--- src/rtl/stopwatch_pkg.sv ---
// Shared encodings for the stopwatch controller: FSM states, datapath op codes,
// blink masks and small helpers used by the controller and its debouncers.
package stopwatch_pkg;

    typedef enum logic [2:0] {
        ST_CLEAR   = 3'd0,
        ST_RUN     = 3'd1,
        ST_PAUSED  = 3'd2,
        ST_ADJ_MIN = 3'd3,
        ST_ADJ_SEC = 3'd4
    } state_t;

    localparam logic [1:0] OP_NONE    = 2'd0;
    localparam logic [1:0] OP_RUN     = 2'd1;
    localparam logic [1:0] OP_ADJ_MIN = 2'd2;
    localparam logic [1:0] OP_ADJ_SEC = 2'd3;

    localparam logic [3:0] MASK_MIN = 4'b1100;
    localparam logic [3:0] MASK_SEC = 4'b0011;

    // Counter width able to hold 0..div-1 (at least one bit).
    function automatic int cnt_w(input int div);
        return (div > 1) ? $clog2(div) : 1;
    endfunction

    // Running/adjust destination picked from the debounced switches.
    function automatic state_t target_state(input logic adj, input logic sel);
        if (!adj)
            return ST_RUN;
        else if (!sel)
            return ST_ADJ_MIN;
        else
            return ST_ADJ_SEC;
    endfunction

    function automatic logic is_adj(input state_t s);
        return (s == ST_ADJ_MIN) || (s == ST_ADJ_SEC);
    endfunction

endpackage

--- src/rtl/stopwatch_btn_debounce.sv ---
// btn_debounce: 2-FF synchronizer, stable-sample counter and optional rise pulse.
// PULSE=0 outputs the debounced level, PULSE=1 a one-cycle pulse on its 0->1 edge.
module btn_debounce
    import stopwatch_pkg::*;
#(
    parameter int DEB_CNT = 1000000,
    parameter bit PULSE   = 1'b0
) (
    input  logic clk,
    input  logic rst,
    input  logic i_raw,
    output logic o_q
);

    localparam int            CW      = cnt_w(DEB_CNT);
    localparam logic [CW-1:0] CNT_MAX = CW'(DEB_CNT - 1);

    logic          r_sync0;
    logic          r_sync1;
    logic          r_level;
    logic          r_q;
    logic [CW-1:0] r_cnt;
    logic          w_accept;

    // The counter only runs while the synchronized input disagrees with the
    // accepted level, so it measures consecutive samples of the new value.
    assign w_accept = (r_sync1 != r_level) && (r_cnt == CNT_MAX);

    always_ff @(posedge clk) begin
        if (!rst) begin
            r_sync0 <= 1'b0;
            r_sync1 <= 1'b0;
            r_level <= 1'b0;
            r_cnt   <= '0;
            r_q     <= 1'b0;
        end else begin
            r_sync0 <= i_raw;
            r_sync1 <= r_sync0;
            if ((r_sync1 == r_level) || w_accept)
                r_cnt <= '0;
            else
                r_cnt <= r_cnt + 1'b1;
            if (w_accept)
                r_level <= r_sync1;
            if (PULSE)
                r_q <= w_accept & r_sync1;
            else
                r_q <= w_accept ? r_sync1 : r_level;
        end
    end

    assign o_q = r_q;

endmodule

--- src/rtl/stopwatch_ctrl.sv ---
// Stopwatch mode controller: input conditioning, mode FSM, count/clear strobes,
// blink mask and scan select. Optional lap hold guarded by STOPWATCH_LAP_EN.
module stopwatch_ctrl
    import stopwatch_pkg::*;
#(
    parameter int ONE_HZ_DIV = 100000000,
    parameter int ADJ_DIV    = 50000000,
    parameter int SCAN_DIV   = 100000,
    parameter int DEB_CNT    = 1000000
) (
    input  logic       clk,
    input  logic       rst,
    input  logic       pause_btn,
    input  logic       clr_btn,
    input  logic       adj_sw,
    input  logic       sel_sw,
`ifdef STOPWATCH_LAP_EN
    input  logic       lap_btn,
    output logic       disp_hold,
`endif
    output logic       cnt_stb,
    output logic [1:0] cnt_op,
    output logic       clr,
    output logic [3:0] blink_mask,
    output logic [1:0] scan_sel,
    output logic [2:0] state_o
);

    localparam int            W1   = cnt_w(ONE_HZ_DIV);
    localparam int            WA   = cnt_w(ADJ_DIV);
    localparam int            WS   = cnt_w(SCAN_DIV);
    localparam logic [W1-1:0] MAX1 = W1'(ONE_HZ_DIV - 1);
    localparam logic [WA-1:0] MAXA = WA'(ADJ_DIV - 1);
    localparam logic [WS-1:0] MAXS = WS'(SCAN_DIV - 1);

    logic          w_pause_prs;
    logic          w_clr_prs;
    logic          w_adj;
    logic          w_sel;

    logic [W1-1:0] r_div_1hz;
    logic [WA-1:0] r_div_adj;
    logic [WS-1:0] r_div_scan;
    logic          w_tick_1hz;
    logic          w_tick_adj;
    logic          w_tick_scan;

    state_t        r_state;
    state_t        w_state_nxt;
    logic          r_pause;
    logic          w_pause_nxt;
    logic          r_phase;
    logic          r_clr;
    logic          r_stb;
    logic [1:0]    r_op;
    logic [3:0]    r_mask;
    logic [1:0]    r_scan;
    logic          w_stb;
    logic [1:0]    w_op;
    logic [3:0]    w_mask;

    btn_debounce #(.DEB_CNT(DEB_CNT), .PULSE(1'b1)) u_deb_pause (
        .clk(clk), .rst(rst), .i_raw(pause_btn), .o_q(w_pause_prs)
    );
    btn_debounce #(.DEB_CNT(DEB_CNT), .PULSE(1'b1)) u_deb_clr (
        .clk(clk), .rst(rst), .i_raw(clr_btn), .o_q(w_clr_prs)
    );
    btn_debounce #(.DEB_CNT(DEB_CNT), .PULSE(1'b0)) u_deb_adj (
        .clk(clk), .rst(rst), .i_raw(adj_sw), .o_q(w_adj)
    );
    btn_debounce #(.DEB_CNT(DEB_CNT), .PULSE(1'b0)) u_deb_sel (
        .clk(clk), .rst(rst), .i_raw(sel_sw), .o_q(w_sel)
    );

    assign w_tick_1hz  = (r_div_1hz  == MAX1);
    assign w_tick_adj  = (r_div_adj  == MAXA);
    assign w_tick_scan = (r_div_scan == MAXS);

    // Free-running clock-enable prescalers, realigned by a clear press.
    always_ff @(posedge clk) begin
        if (!rst || w_clr_prs) begin
            r_div_1hz  <= '0;
            r_div_adj  <= '0;
            r_div_scan <= '0;
        end else begin
            r_div_1hz  <= w_tick_1hz  ? '0 : r_div_1hz  + 1'b1;
            r_div_adj  <= w_tick_adj  ? '0 : r_div_adj  + 1'b1;
            r_div_scan <= w_tick_scan ? '0 : r_div_scan + 1'b1;
        end
    end

    always_ff @(posedge clk) begin
        if (!rst)
            r_scan <= 2'd0;
        else if (w_tick_scan)
            r_scan <= r_scan + 2'd1;
    end

    // Every state has the same exits, so next state is one priority chain;
    // CLEAR stays a single cycle because the clear press is itself one cycle.
    always_comb begin
        w_pause_nxt = r_pause;
        if (w_clr_prs)
            w_pause_nxt = 1'b0;
        else if (w_pause_prs)
            w_pause_nxt = ~r_pause;

        w_state_nxt = target_state(w_adj, w_sel);
        if (w_clr_prs)
            w_state_nxt = ST_CLEAR;
        else if (w_pause_nxt)
            w_state_nxt = ST_PAUSED;
    end

    // Strobes follow the state as registered on the tick cycle.
    always_comb begin
        w_stb  = 1'b0;
        w_op   = OP_NONE;
        w_mask = 4'b0000;
        case (r_state)
            ST_RUN: begin
                if (w_tick_1hz) begin
                    w_stb = 1'b1;
                    w_op  = OP_RUN;
                end
            end
            ST_ADJ_MIN: begin
                if (w_tick_adj) begin
                    w_stb = 1'b1;
                    w_op  = OP_ADJ_MIN;
                end
                if (r_phase)
                    w_mask = MASK_MIN;
            end
            ST_ADJ_SEC: begin
                if (w_tick_adj) begin
                    w_stb = 1'b1;
                    w_op  = OP_ADJ_SEC;
                end
                if (r_phase)
                    w_mask = MASK_SEC;
            end
            default: ;
        endcase
    end

    always_ff @(posedge clk) begin
        if (!rst) begin
            r_state <= ST_CLEAR;
            r_pause <= 1'b0;
            r_phase <= 1'b0;
            r_clr   <= 1'b0;
            r_stb   <= 1'b0;
            r_op    <= OP_NONE;
            r_mask  <= 4'b0000;
        end else begin
            r_state <= w_state_nxt;
            r_pause <= w_pause_nxt;
            // Blink phase restarts on entering any adjust state, including
            // a direct minutes<->seconds switch.
            if (is_adj(w_state_nxt) && (w_state_nxt == r_state)) begin
                if (w_tick_adj)
                    r_phase <= ~r_phase;
            end else begin
                r_phase <= 1'b0;
            end
            r_clr  <= (r_state == ST_CLEAR);
            r_stb  <= w_stb;
            r_op   <= w_op;
            r_mask <= w_mask;
        end
    end

`ifdef STOPWATCH_LAP_EN
    logic w_lap_prs;
    logic r_hold;

    btn_debounce #(.DEB_CNT(DEB_CNT), .PULSE(1'b1)) u_deb_lap (
        .clk(clk), .rst(rst), .i_raw(lap_btn), .o_q(w_lap_prs)
    );

    always_ff @(posedge clk) begin
        if (!rst)
            r_hold <= 1'b0;
        else if ((w_state_nxt != ST_RUN) || w_clr_prs)
            r_hold <= 1'b0;
        else if ((r_state == ST_RUN) && w_lap_prs)
            r_hold <= ~r_hold;
    end

    assign disp_hold = r_hold;
`endif

    assign cnt_stb    = r_stb;
    assign cnt_op     = r_op;
    assign clr        = r_clr;
    assign blink_mask = r_mask;
    assign scan_sel   = r_scan;
    assign state_o    = r_state;

endmodule

--- config.mk ---
export PLATFORM = sky130hd
export DESIGN_NAME = stopwatch_ctrl
export DESIGN_NICKNAME = d
export VERILOG_FILES = /design/src/rtl/stopwatch_pkg.sv /design/src/rtl/stopwatch_btn_debounce.sv /design/src/rtl/stopwatch_ctrl.sv
export SDC_FILE = /design/constraint.sdc
export NUM_CORES = 1
export LEC_CHECK = 0
export BUFFER_PORTS_ARGS = -buffer_cell sky130_fd_sc_hd__buf_4
export CORE_UTILIZATION = 30
export DETAILED_ROUTE_END_ITERATION = 10
export GPL_ROUTABILITY_DRIVEN = 0
export GPL_TIMING_DRIVEN = 0
export SLEW_MARGIN = 20
export SYNTH_ARGS = -nofsm -noshare
export SYNTH_HDL_FRONTEND = slang
export SYNTH_SLANG_ARGS = --single-unit
--- constraint.sdc ---
create_clock -name clk -period 3.25 [get_ports clk]
set_input_delay 0.65 -clock clk [delete_from_list [all_inputs] [get_ports clk]]
set_output_delay 0.65 -clock clk [all_outputs]
set_load 0.05 [all_outputs]
======== Word level (Yosys, flattened, before mapping) ========
Index checks and enable logic that the tools add are counted.
word-level totals
  register bits ........................... 179
  bits in latches ......................... 0
  memory bits (writable) .................. 0
  bits in read-only memories .............. 0
  input port bits ......................... 6
  output and inout port bits .............. 13
  memories kept ........................... 0
cells by class
  $add $sub $neg .......................... 8
  $mul .................................... 0
  divide/modulo/power cells ............... 0
  order comparisons ....................... 0
  equal/unequal tests ..................... 21
  shift operators ......................... 0
  muxes and demuxes ....................... 16
  bitwise logic cells ..................... 5
  reduce and logical (&&, ||, !) cells .... 22
operators by type and width
  kind                     number
  $add A20 B1 Y20 const B  4
  $eq A20 B20 Y1 const B   4
  $add A27 B1 Y27 const B  1
  $eq A27 B27 Y1 const B   1
  $add A26 B1 Y26 const B  1
  $eq A26 B26 Y1 const B   1
  $add A17 B1 Y17 const B  1
  $eq A17 B17 Y1 const B   1
  $reduce_or A2 Y1         8
  $mux W3                  4
  $pmux W4 S2              1
  $eq A3 B2 Y1 const B     2
  $eq A3 B3 Y1 const B     2
  $logic_or A1 B1 Y1       6
  $mux W2                  3
  $pmux W2 S3              1
  $logic_and A1 B1 Y1      5
  $mux W1                  5
  $eq A1 B1 Y1             4
  $mux W4                  1
  $ne A1 B1 Y1             4
  $eq A3 B1 Y1 const B     1
  $eq A3 B3 Y1             1
  $logic_not A3 Y1         1
  6 further kinds          9

======== Logic depth before layout (Yosys ltp) ========
  depth after elaboration ................. 9
  mapped depth ............................ 7

======== Cells and area by module ========
From an unflattened synthesis, not the netlist that was laid out.
second synthesis, totals
  cells, all modules ...................... 911
  area, all modules ....................... 8023.9 µm²
by module, submodules not included
  module                         instances  cells each  area an instance (µm²)
  stopwatch_ctrl                 1          451         3890.0
  btn_debounce at u_deb_clr ...  2          118         1078.5
  btn_debounce at u_deb_adj ...  2          112         988.4

======== Worst setup path before layout ========
Ideal clock, no wire load.
  kind .................................... reg-to-reg
  from .................................... register r_div_adj[10]
  to ...................................... register r_phase
  library setup time ...................... 0.079 ns
  data arrival time ....................... 1.920 ns
  required time ........................... 3.171 ns
  setup slack ............................. 1.251 ns
  cell stages (with the launch flop) ...... 5
  cells stage by stage .................... dfxtp_1 > or4_1 > or4_4 > or3_1 > a211oi_2
on the way
  word-level cells in the longest chain between the ends .. 1
ends and longest elaborated chain
  element                   RTL line               source
  start: declaration        stopwatch_ctrl.sv:42   logic [WA-1:0] r_div_adj;
  start signal: assignment  stopwatch_ctrl.sv:87   r_div_adj <= w_tick_adj ? '0 : r_div_adj + 1'b1;
  $eq A26 B26 Y1            stopwatch_ctrl.sv:76   assign w_tick_adj = (r_div_adj == MAXA);
  end signal: assignment    stopwatch_ctrl.sv:163  r_phase <= ~r_phase;
  end: declaration          stopwatch_ctrl.sv:52   logic r_phase;
No other way between the ends.
A chain may end at the register's enable or synchronous reset.

======== Worst setup path in the final report ========
  from .................................... register r_div_1hz[17]
  to ...................................... register r_div_1hz[14]
on the way
  word-level cells in the longest chain between the ends .. 2
ends and longest elaborated chain
  element                            RTL line              source
  start: declaration                 stopwatch_ctrl.sv:41  logic [W1-1:0] r_div_1hz;
  start signal: assignment           stopwatch_ctrl.sv:86  r_div_1hz <= w_tick_1hz ? '0 : r_div_1hz + 1'b1;
  $eq A27 B27 Y1                     stopwatch_ctrl.sv:75  assign w_tick_1hz = (r_div_1hz == MAX1);
  $reduce_or A2 Y1 (no source line)  -
No other way between the ends.

==> reports/qor.yml <==
run_status:
  outcome: "completed"
synth:
  ys_seq_area_share_pct: 45.7
  yosys_warnings: 0
  synthArstFlopShare_pct: 0
  ys.flop_type: "dfxtp_1"
  synth_nets: 912
  synth_seq_cells: 177
  synth_area_leaders: "dfxtp_1 46%, nor2_1 5.4%, xor2_1 5.1%, xnor2_1 5.0%, a21oi_1 4.1%"
  synth_top_area_share_pct: 45.7
  synth_cells: 899
  synth_top_area_cell: "dfxtp_1"
  syn_avg_cell_area_um2: 8.62
  syn_area_um2: 7750
  synth_cell_types: 46
  synth-edff-count: 0
timing:
  rsz0062_at_grt: "no"
  hold_violations: 0
  fmax_mhz: 421
  worst_pin_slew_ns: 0.634
  skew_ns: 0.00996
  fin_crit_sh_pct: 73.1
  relSlewSlack_pct: 57.4
  finalSetupViolCount: 0
  finalSetupTns_ns: 0
  timing.final.crit_period_ns: 2.38
  slew_viol_final: 0
  holdWs_ns: 0.427
worst_setup_path:
  cp_cell_sequence: "or3b_1 > nor4_1 > a31o_2 > buf_1 > nor2_1"
  critPathLaunchType: "flip-flop"
  path_buf_inv: 1
  required_ns: 3.55
  critPathMaxStageDelay_ns: 0.58
  crit_path_end_kind: "flip-flop"
  setup.worst_path.class: "reg -> reg"
  critPathArrivalTime_ns: 2.67
  slowest_stage: "nor4_1"
  crit_fanout: 10
  cp_top_family: "simple AND/OR/NAND/NOR gates"
clock_tree:
  cts_buffers: 17
  hold_buffers: 0
  clk_latency_ns: 0.43
  clockBufferDepth: 2
  cts_setup_buffers: 0
  cts_tree: "done"
  cts_root_buf: "clkbuf_16"
  cts-resized-gates: 0
  cts.sinks: 177
  clk_pin_slew_ns: 0.08
  cts_max_level: 4
floorplan:
  die_h_um: 163
  dieArea_um2: 26500
  initial_core_util_pct: 30.7
  num_rows: 58
  coreArea_um2: 25300
  die_w_um: 163
  ioPinCount: 19
routing:
  totalWireLength_mm: 15.9
  drc: 0
  num_vias: 6414
  first_pass_iters: 5
  viasPerCell: 5.01
  wl_per_cell_um: 12.4
  drtIter0Drc: 363
  ant_nets: 0
power:
  irDropWorstVdd_mv: 0.278
  p_leak_nw: 2.75
  power_density_nw_per_um2: 485
cells_and_area:
  nets: 949
  n_antenna_cell: 0
  drive_gt1_share_pct: 6.74
  fillerInstances: 2622
  synthToLayoutAreaGrowth_pct: 14.7
grt:
  grt_pass1_wl_mm: 27.5
  grt_pass1_vias: 5957
  grt_max_degree: 20
  grt_overflow_total: 0
  antenna_found_initial: 0
  globalRouteTotalUtil_pct: 12.6
placement:
  portBuffers: 18
  dp_hpwl_mm: 11.0
run:
  drv_cap: 0
min_path:
  holdCritPathClass: "in -> reg"
==> state kept, by name, indices dropped and copies added, names as in the netlist, 2 cells and up <==
register           flops
r_div_1hz             27
r_div_adj             26
u_deb_adj.r_cnt       20
u_deb_clr.r_cnt       20
u_deb_pause.r_cnt     20
u_deb_sel.r_cnt       20
r_div_scan            17
state_o                3
blink_mask             2
cnt_op                 2
scan_sel               2
==> worst reg2reg max path: cells and delay by family, from the launching register on <==
family	cells	cell delay, ns
flip-flops	1	0.37
AO/OA/AOI/OAI	1	0.37
AND/OR/NAND/NOR	3	1.07
buffers and inverters	1	0.43
==> power breakdown <==
| part | internal [mW] | switching, mW |
|---|---|---|
| clock network | 1.04 | 0.998 |
| logic | 0.0249 | 0.0520 |
| registers | 2.18 | 0.0130 |
| total | 3.25 | 1.06 |
==> cell families (layout without fill, tap and decap cells) <==
| group | after synthesis | after routing | share of synthesized area [%] |
|---|---|---|---|
| buffers and inverters | 56 | 106 | 2.88 |
| and+or+nand+nor | 435 | 435 | 30.1 |
| AOI/OAI and AO/OA | 135 | 135 | 10.1 |
| adders and majority gates | 7 | 7 | 1.13 |
| xor gates and xnor gates | 89 | 89 | 10.1 |
| DFF | 177 | 177 | 45.7 |
==> through the flow <==
step / std cells / total power [mW] / util, % / setup slack [ns] / instance area (µm²)
after floorplan: 899 / 2.30 / - / 1.25 / 7750
after global placement: 1247 / 2.33 / 32.8 / 0.830 / 8290
after detailed placement: 1247 / 2.33 / 32.8 / 0.815 / 8290
after CTS: 1279 / 4.38 / 35.2 / 0.838 / 8890
after global routing: 1279 / 4.48 / 35.2 / 0.643 / 8890
final: 1279 / 4.31 / 35.2 / 0.875 / 8890
==> cells in the final DEF (no fill, tap or decap), types with 2 or more instances in the layout <==
master	count
xnor2_1	44
clkbuf_1	28
and2_1	16
nand2b_1	5
o21ai_1	11
dfxtp_1	177
clkinv_8	3
or4b_1	2
nor3_1	13
o31ai_1	22
ha_1	7
and3_1	10
nor2_1	111
nand4b_1	2
a21oi_1	63
and4_1	15
o211ai_1	3
inv_8	6
nor2b_1	2
nor4_1	17
or3_1	40
and4b_1	2
buf_2	4
nand3b_1	2
inv_6	4
inv_1	21
buf_4	20
clkinvlp_4	2
nand4_1	43
or2_2	2
a31o_2	3
nand2_1	57
or4_1	30
nand3_1	57
xor2_1	45
o21ai_0	26
clkbuf_16	17
nor4b_1	4
==> area by class of cell <==
type / instances / area (µm²) / share of cell area (%)
clock inverter: 15 / 166 / 1.87
multi-input combinational: 666 / 3980 / 44.8
tap: 330 / 413 / 4.65
sequential: 177 / 3540 / 39.9
buffer: 35 / 144 / 1.62
inverter: 21 / 78.8 / 0.887
clock buffer: 17 / 425 / 4.79
timing repair buffer: 18 / 135 / 1.52
==> worst paths after layout <==
check / start / slack, ns / endpoint / cells past startpoint
worst max-delay path: r_div_1hz[17]$_SDFF_PP0_ / 0.87 / r_div_1hz[14]$_SDFF_PP0_ / 5
worst min-delay path: adj_sw / 0.43 / u_deb_adj.r_sync0$_SDFF_PN0_ / 2
worst max register to register: r_div_1hz[17]$_SDFF_PP0_ / 0.87 / r_div_1hz[14]$_SDFF_PP0_ / 5
worst min register to register: u_deb_clr.r_sync0$_SDFF_PN0_ / 0.44 / u_deb_clr.r_sync1$_SDFF_PN0_ / 1
==> cell usage after synthesis, types with 11 or more instances <==
cell and number:
a21oi_1 63, and2_1 16, and4_1 15, clkbuf_1 28
dfxtp_1 177, inv_1 21, nand2_1 57, nand3_1 57
nand4_1 43, nor2_1 111, nor3_1 13, nor4_1 17
o21ai_0 26, o21ai_1 11, o31ai_1 22, or3_1 40
or4_1 30, xnor2_1 44, xor2_1 45
==> routing by layer <==
metal / share of wire [%] / up-vias / track usage, %
li1: - / 3310 / -
met1: 52 / 3004 / 16.9
met2: 44 / 89 / 19.6
met3: 3.5 / 11 / 3.26
met4: 1.2 / 0 / 4.21
met5: 0 / - / 0
Note: power is estimated with default switching activity, not from simulation.
